$ cat config.mk
export PLATFORM = sky130hd
export DESIGN_NAME = mem_access_ctrl_flat
export DESIGN_NICKNAME = d
export VERILOG_FILES = /design/src/rtl/mem_access_ctrl_if.sv /design/src/rtl/mem_access_ctrl.sv /design/src/flat_wrapper.sv
export SDC_FILE = /design/constraint.sdc
export NUM_CORES = 1
export LEC_CHECK = 0
export CORE_ASPECT_RATIO = 1.5
export CORE_MARGIN = 2
export CORE_UTILIZATION = 44
export DETAILED_ROUTE_END_ITERATION = 7
export HOLD_SLACK_MARGIN = 0.15
export PLACE_DENSITY = 0.77
export SLEW_MARGIN = 20
export SYNTH_ARGS = -nofsm -noshare
export SYNTH_HDL_FRONTEND = slang
export SYNTH_SLANG_ARGS = --single-unit
$ cat constraint.sdc
create_clock -name Clk -period 1.8 [get_ports Clk]
set_input_delay 0.18 -clock Clk [delete_from_list [all_inputs] [get_ports Clk]]
set_output_delay 0.18 -clock Clk [all_outputs]
set_load 0.02 [all_outputs]
$ cat src/rtl/mem_access_ctrl_if.sv
// Request/memory handshake bundle between the control unit and
// the load/store sequencer.
interface mem_access_ctrl_if;
   logic       req;
   logic       req_store;
   logic [1:0] req_size;
   logic       req_signed;
   logic [1:0] addr_lsb;
   logic       MFC;
   logic       MAR_Enable;
   logic       MDR_Enable;
   logic       MDR_Mux_select;
   logic       TEMP_Enable;
   logic       RAM_enable;
   logic [5:0] RAM_OpCode;
   logic       busy;
   logic       done;
   logic       trap;
   logic [2:0] trap_tt;

   modport master (
      output req, req_store, req_size, req_signed, addr_lsb, MFC,
      input  MAR_Enable, MDR_Enable, MDR_Mux_select, TEMP_Enable,
      input  RAM_enable, RAM_OpCode, busy, done, trap, trap_tt
   );

   modport slave (
      input  req, req_store, req_size, req_signed, addr_lsb, MFC,
      output MAR_Enable, MDR_Enable, MDR_Mux_select, TEMP_Enable,
      output RAM_enable, RAM_OpCode, busy, done, trap, trap_tt
   );
endinterface

$ cat src/rtl/mem_access_ctrl.sv
// Load/store sequencer: MAR load, store-data capture, RAM/MFC
// handshake, load capture, alignment and bus-timeout traps.
module mem_access_ctrl #(
   parameter int unsigned TIMEOUT = 15
) (
   input  logic             Clk,
   input  logic             Clr,
   mem_access_ctrl_if.slave bus
);

   typedef enum logic [2:0] {
      S_IDLE,
      S_ADDR,
      S_WDATA,
      S_ACCESS,
      S_CAPTURE,
      S_DONE,
      S_TRAP
   } state_e;

   localparam logic [7:0] CNT_LAST = 8'(TIMEOUT - 1);

   state_e     state_q, state_d;
   logic       store_q, store_d;
   logic [1:0] size_q, size_d;
   logic       sgn_q, sgn_d;
   logic [1:0] lsb_q, lsb_d;
   logic [7:0] cnt_q, cnt_d;
   logic [2:0] tt_q, tt_d;
   logic       misaligned;
   logic [5:0] opcode;

   always_ff @(posedge Clk or negedge Clr) begin
      if (!Clr) begin
         state_q <= S_IDLE;
         store_q <= 1'b0;
         size_q  <= 2'b00;
         sgn_q   <= 1'b0;
         lsb_q   <= 2'b00;
         cnt_q   <= 8'd0;
         tt_q    <= 3'b000;
      end else begin
         state_q <= state_d;
         store_q <= store_d;
         size_q  <= size_d;
         sgn_q   <= sgn_d;
         lsb_q   <= lsb_d;
         cnt_q   <= cnt_d;
         tt_q    <= tt_d;
      end
   end

   assign misaligned = ((size_q == 2'b01) && lsb_q[0]) ||
                       ((size_q == 2'b10) && (lsb_q != 2'b00));

   always_comb begin
      state_d = state_q;
      store_d = store_q;
      size_d  = size_q;
      sgn_d   = sgn_q;
      lsb_d   = lsb_q;
      cnt_d   = cnt_q;
      tt_d    = tt_q;
      unique case (state_q)
         S_IDLE: begin
            if (bus.req) begin
               store_d = bus.req_store;
               size_d  = bus.req_size;
               sgn_d   = bus.req_signed;
               lsb_d   = bus.addr_lsb;
               tt_d    = 3'b000;
               state_d = S_ADDR;
            end
         end
         S_ADDR: begin
            if (size_q == 2'b11) begin
               tt_d    = 3'b011;
               state_d = S_TRAP;
            end else if (misaligned) begin
               tt_d    = 3'b001;
               state_d = S_TRAP;
            end else if (store_q) begin
               state_d = S_WDATA;
            end else begin
               cnt_d   = 8'd0;
               state_d = S_ACCESS;
            end
         end
         S_WDATA: begin
            cnt_d   = 8'd0;
            state_d = S_ACCESS;
         end
         S_ACCESS: begin
            // MFC takes priority over an expiring wait count
            if (bus.MFC) begin
               state_d = store_q ? S_DONE : S_CAPTURE;
            end else if (cnt_q == CNT_LAST) begin
               tt_d    = 3'b010;
               state_d = S_TRAP;
            end else begin
               cnt_d = cnt_q + 8'd1;
            end
         end
         S_CAPTURE: state_d = S_DONE;
         S_DONE:    state_d = S_IDLE;
         S_TRAP:    state_d = S_IDLE;
         default:   state_d = S_IDLE;
      endcase
   end

   always_comb begin
      opcode = 6'b000000;
      if (store_q) begin
         unique case (size_q)
            2'b00:   opcode = 6'b000101;
            2'b01:   opcode = 6'b000110;
            default: opcode = 6'b000100;
         endcase
      end else begin
         unique case (size_q)
            2'b00:   opcode = {2'b00, sgn_q, 3'b001};
            2'b01:   opcode = {2'b00, sgn_q, 3'b010};
            default: opcode = 6'b000000;
         endcase
      end
   end

   always_comb begin
      bus.MAR_Enable     = 1'b0;
      bus.MDR_Enable     = 1'b0;
      bus.MDR_Mux_select = 1'b0;
      bus.TEMP_Enable    = 1'b0;
      bus.RAM_enable     = 1'b0;
      bus.RAM_OpCode     = 6'b000000;
      bus.done           = 1'b0;
      bus.trap           = 1'b0;
      bus.busy           = (state_q != S_IDLE);
      bus.trap_tt        = tt_q;
      unique case (state_q)
         S_ADDR:  bus.MAR_Enable = 1'b1;
         S_WDATA: bus.MDR_Enable = 1'b1;
         S_ACCESS: begin
            bus.RAM_enable = 1'b1;
            bus.RAM_OpCode = opcode;
         end
         S_CAPTURE: begin
            bus.RAM_enable     = 1'b1;
            bus.RAM_OpCode     = opcode;
            bus.MDR_Enable     = 1'b1;
            bus.MDR_Mux_select = 1'b1;
            bus.TEMP_Enable    = 1'b1;
         end
         S_DONE:  bus.done = 1'b1;
         S_TRAP:  bus.trap = 1'b1;
         default: ;
      endcase
   end

endmodule

$ cat src/flat_wrapper.sv
// flat-port wrapper written by rule: the top's interface ports become plain ports
module mem_access_ctrl_flat 
#(
   parameter int unsigned TIMEOUT = 15
)
  (Clk, Clr, bus_req, bus_req_store, bus_req_size, bus_req_signed, bus_addr_lsb, bus_MFC, bus_MAR_Enable, bus_MDR_Enable, bus_MDR_Mux_select, bus_TEMP_Enable, bus_RAM_enable, bus_RAM_OpCode, bus_busy, bus_done, bus_trap, bus_trap_tt);
  mem_access_ctrl_if bus_i ();
  input  logic Clk;
  input  logic Clr;
  input wire logic [$bits(bus_i.req)-1:0] bus_req;
  input wire logic [$bits(bus_i.req_store)-1:0] bus_req_store;
  input wire logic [$bits(bus_i.req_size)-1:0] bus_req_size;
  input wire logic [$bits(bus_i.req_signed)-1:0] bus_req_signed;
  input wire logic [$bits(bus_i.addr_lsb)-1:0] bus_addr_lsb;
  input wire logic [$bits(bus_i.MFC)-1:0] bus_MFC;
  output wire logic [$bits(bus_i.MAR_Enable)-1:0] bus_MAR_Enable;
  output wire logic [$bits(bus_i.MDR_Enable)-1:0] bus_MDR_Enable;
  output wire logic [$bits(bus_i.MDR_Mux_select)-1:0] bus_MDR_Mux_select;
  output wire logic [$bits(bus_i.TEMP_Enable)-1:0] bus_TEMP_Enable;
  output wire logic [$bits(bus_i.RAM_enable)-1:0] bus_RAM_enable;
  output wire logic [$bits(bus_i.RAM_OpCode)-1:0] bus_RAM_OpCode;
  output wire logic [$bits(bus_i.busy)-1:0] bus_busy;
  output wire logic [$bits(bus_i.done)-1:0] bus_done;
  output wire logic [$bits(bus_i.trap)-1:0] bus_trap;
  output wire logic [$bits(bus_i.trap_tt)-1:0] bus_trap_tt;
  assign bus_i.req = bus_req;
  assign bus_i.req_store = bus_req_store;
  assign bus_i.req_size = bus_req_size;
  assign bus_i.req_signed = bus_req_signed;
  assign bus_i.addr_lsb = bus_addr_lsb;
  assign bus_i.MFC = bus_MFC;
  assign bus_MAR_Enable = bus_i.MAR_Enable;
  assign bus_MDR_Enable = bus_i.MDR_Enable;
  assign bus_MDR_Mux_select = bus_i.MDR_Mux_select;
  assign bus_TEMP_Enable = bus_i.TEMP_Enable;
  assign bus_RAM_enable = bus_i.RAM_enable;
  assign bus_RAM_OpCode = bus_i.RAM_OpCode;
  assign bus_busy = bus_i.busy;
  assign bus_done = bus_i.done;
  assign bus_trap = bus_i.trap;
  assign bus_trap_tt = bus_i.trap_tt;
  mem_access_ctrl #(.TIMEOUT(TIMEOUT)) u_core (.Clk(Clk), .Clr(Clr), .bus(bus_i));
endmodule
==> flow_metrics.tcl <==
set metrics [dict create \
    status "finished, violations left" \
    violations "negative setup slack" \
    rows 22 \
    cts_buffer_depth 2 \
    rrSetupSlack_ps -80 \
    start_util 0.4653 \
    fmax_mhz 532.4 \
    hpwl_um 2096 \
    cts_tree "yes" \
    grt_use_total 0.1991 \
    finalSetupViolations 2 \
    die-width_um 45.56 \
    design_area_um2 1600 \
    grt_max_degree 20 \
    cp-end-kind "register" \
    r2r_end "u_core.cnt_q[7]" \
    crit_path_start_kind "register" \
    synth-seq-cells 19 \
    power.density_nw_per_um2 1521 \
    syn2layout_area_growth_pct 40.39 \
    yosysTopAreaCell "dfrtp_1" \
    numCtsBuffers 3 \
    port_buffers 23 \
    grt_pass1_wl_um 4422 \
    synth_top_flop_cell "dfrtp_1" \
    period_needed_ps 1878 \
    diodes 0 \
    reg2reg_depth 6 \
    fp.dieArea_um2 3022 \
    first_pass_iters 4 \
    antenna_found_initial 0 \
    grt_pass1_vias 1004 \
    finClkSkew_ps 3.549 \
    synth_warnings 0 \
    io_pins 27 \
    rsz0062_at_grt "yes" \
    yosysSeqAreaShare 0.4171 \
    post-route-period-util 1.043 \
    cp.arrival_ps 2120 \
    synth_area_um2 1140 \
    clk_pin_slew_worst_paths_ps 110 \
    cts-htree-levels 1 \
    vdd_drop_max_mv 0.9066 \
    clock_latency_ps 310 \
    routed_wl_um 2783 \
    total_power_w 0.002435 \
    numClockSinks 19 \
    mostFrequentLayoutCell "buf_4" \
    drt_iter0_markers 47 \
    wl_per_cell_um 14.72 \
    hold_class "input pin to async pin" \
    core_um2 2450 \
    nNetsFinal 178 \
    cellLeakagePower_nw 0.7362 \
    synth_edf_count 0 \
    finalMaxSlewViolations 0 \
    synth_area_per_cell_um2 9.420 \
    synth_cell_types 36 \
    drive_above_1_share 0.3333 \
    final_cell_mix "22 x buf_4, 19 x dfrtp_1, 11 x clkdlybuf4s50_1" \
    hold_viol 0 \
    place.gp.congestion 0.9296 \
    crit_type "register to register" \
    viasPerCell 5.513 \
    syn_inst 121 \
    required_ps 2050 \
    die_h_um 66.34 \
    drtAntennaViolNets 0 \
    dpl_cell_area_um2 1530 \
    vias 1042 \
    yosys-top-cells-area "dfrtp_1 42%, mux2_2 6.9%, a21oi_1 4.0%" \
    root_buffer "clkbuf_4" \
    async_flop_share 1.000 \
    r2r-start "u_core.state_q[0]" \
    setup_ws_ps -78.24 \
    drv_cap 0 \
    drc 0 \
    path_max_fanout 5 \
    yosys.area.top_type_share 0.4171 \
    overflow 0 \
    cts_hold_buf 0 \
]
[metrics by stage]
stage               worst slack [ps]  setup TNS [ps]  std cells  utilization  hold WS (ps)
floorplan                     -20.27          -40.47        123            -        -115.6
global placement              -41.28          -86.50        182       0.6246         483.6
detailed placement            -86.99          -238.6        182       0.6246         478.5
CTS                           -88.88          -137.2        186       0.6384         190.1
global route                  -157.5          -773.2        189       0.6532         217.5
finish                        -78.24          -94.40        189       0.6532         191.0
[critical path, cell delays in order (launching register included)]
cell       delay [ps]
dfrtp_1           440
buf_4             170
a21bo_4           220
a2111oi_4         380
nand3_1           140
or3_4             340
a21oi_2           130
[repair_timing]
action / CTS / global route
pin swaps: 4 / 4
gates cloned: 0 / 0
setup buffers: 0 / 3
endpoints found under the setup margin: 15 / 20
resized for setup: 23 / 17
[sequential cells by signal, indices dropped and copies added, names as in the netlist]
signal / count
u_core.bus.trap_tt: 2
u_core.cnt_q: 8
u_core.lsb_q: 2
u_core.sgn_q: 1
u_core.size_q: 2
u_core.state_q: 3
u_core.store_q: 1
[worst max-delay path by stage]
stage                           start  slack, ps                end
floorplan           u_core.state_q[2]        -20  bus_RAM_OpCode[0]
global placement    u_core.state_q[0]        -40  bus_RAM_OpCode[3]
detailed placement            bus_MFC        -90    u_core.cnt_q[6]
CTS                 u_core.state_q[0]        -90  bus_RAM_OpCode[3]
global route        u_core.state_q[0]       -160    u_core.cnt_q[7]
finish              u_core.state_q[0]        -80    u_core.cnt_q[7]
[metal layers]
metal,track usage,wire length (um)
met1,0.2270,1163
met2,0.3609,1502
met3,0.01913,78
met4,0.07721,38
met5,0,0
[kinds of logic (layout without fill, tap and decap cells)]
| family | Yosys count | count (layout) | synth area share |
|---|---|---|---|
| adders and majority gates | 2 | 2 | 0.02195 |
| muxes | 7 | 7 | 0.06916 |
| other | 1 | 3 | 0.003290 |
| buffers and inverters | 13 | 55 | 0.05708 |
| AOI/OAI and AO/OA | 26 | 26 | 0.1559 |
| DFF | 19 | 19 | 0.4171 |
| and+or+nand+nor | 49 | 49 | 0.2448 |
| xor gates and xnor gates | 4 | 4 | 0.03074 |
[final cells by class]
cell class              count  area, um^2
inverters                   5       18.77
flip-flops and latches     19       475.5
well taps                  24       30.03
repair buffers             46       379.1
multi-input cells          91       670.6
clock buffers               4       26.28
fillers                   197       849.6
[cell usage after synthesis, types with 2 or more instances]
| cell | number |
|---|---|
| buf_4 | 4 |
| a21oi_1 | 9 |
| a21bo_2 | 2 |
| nand3_1 | 6 |
| nor3_1 | 2 |
| nand2b_1 | 2 |
| inv_1 | 5 |
| dfrtp_1 | 19 |
| a21o_1 | 2 |
| nor2b_1 | 2 |
| nand4_1 | 3 |
| mux2_2 | 7 |
| o21ai_0 | 9 |
| xor2_1 | 3 |
| nand2_1 | 8 |
| ha_1 | 2 |
| clkbuf_1 | 2 |
| nor2_1 | 7 |
| and3_1 | 2 |
| nor3b_1 | 3 |
| or3_1 | 7 |
[power by group]
group / switching, W / leakage, nW / internal, W
Clock: 0.000135 / 0.0150 / 0.0000866
Sequential: 0.000118 / 0.245 / 0.000566
Combinational: 0.000801 / 0.476 / 0.000728
Total: 0.00105 / 0.736 / 0.00138
Note: power is estimated with default switching activity, not from simulation.
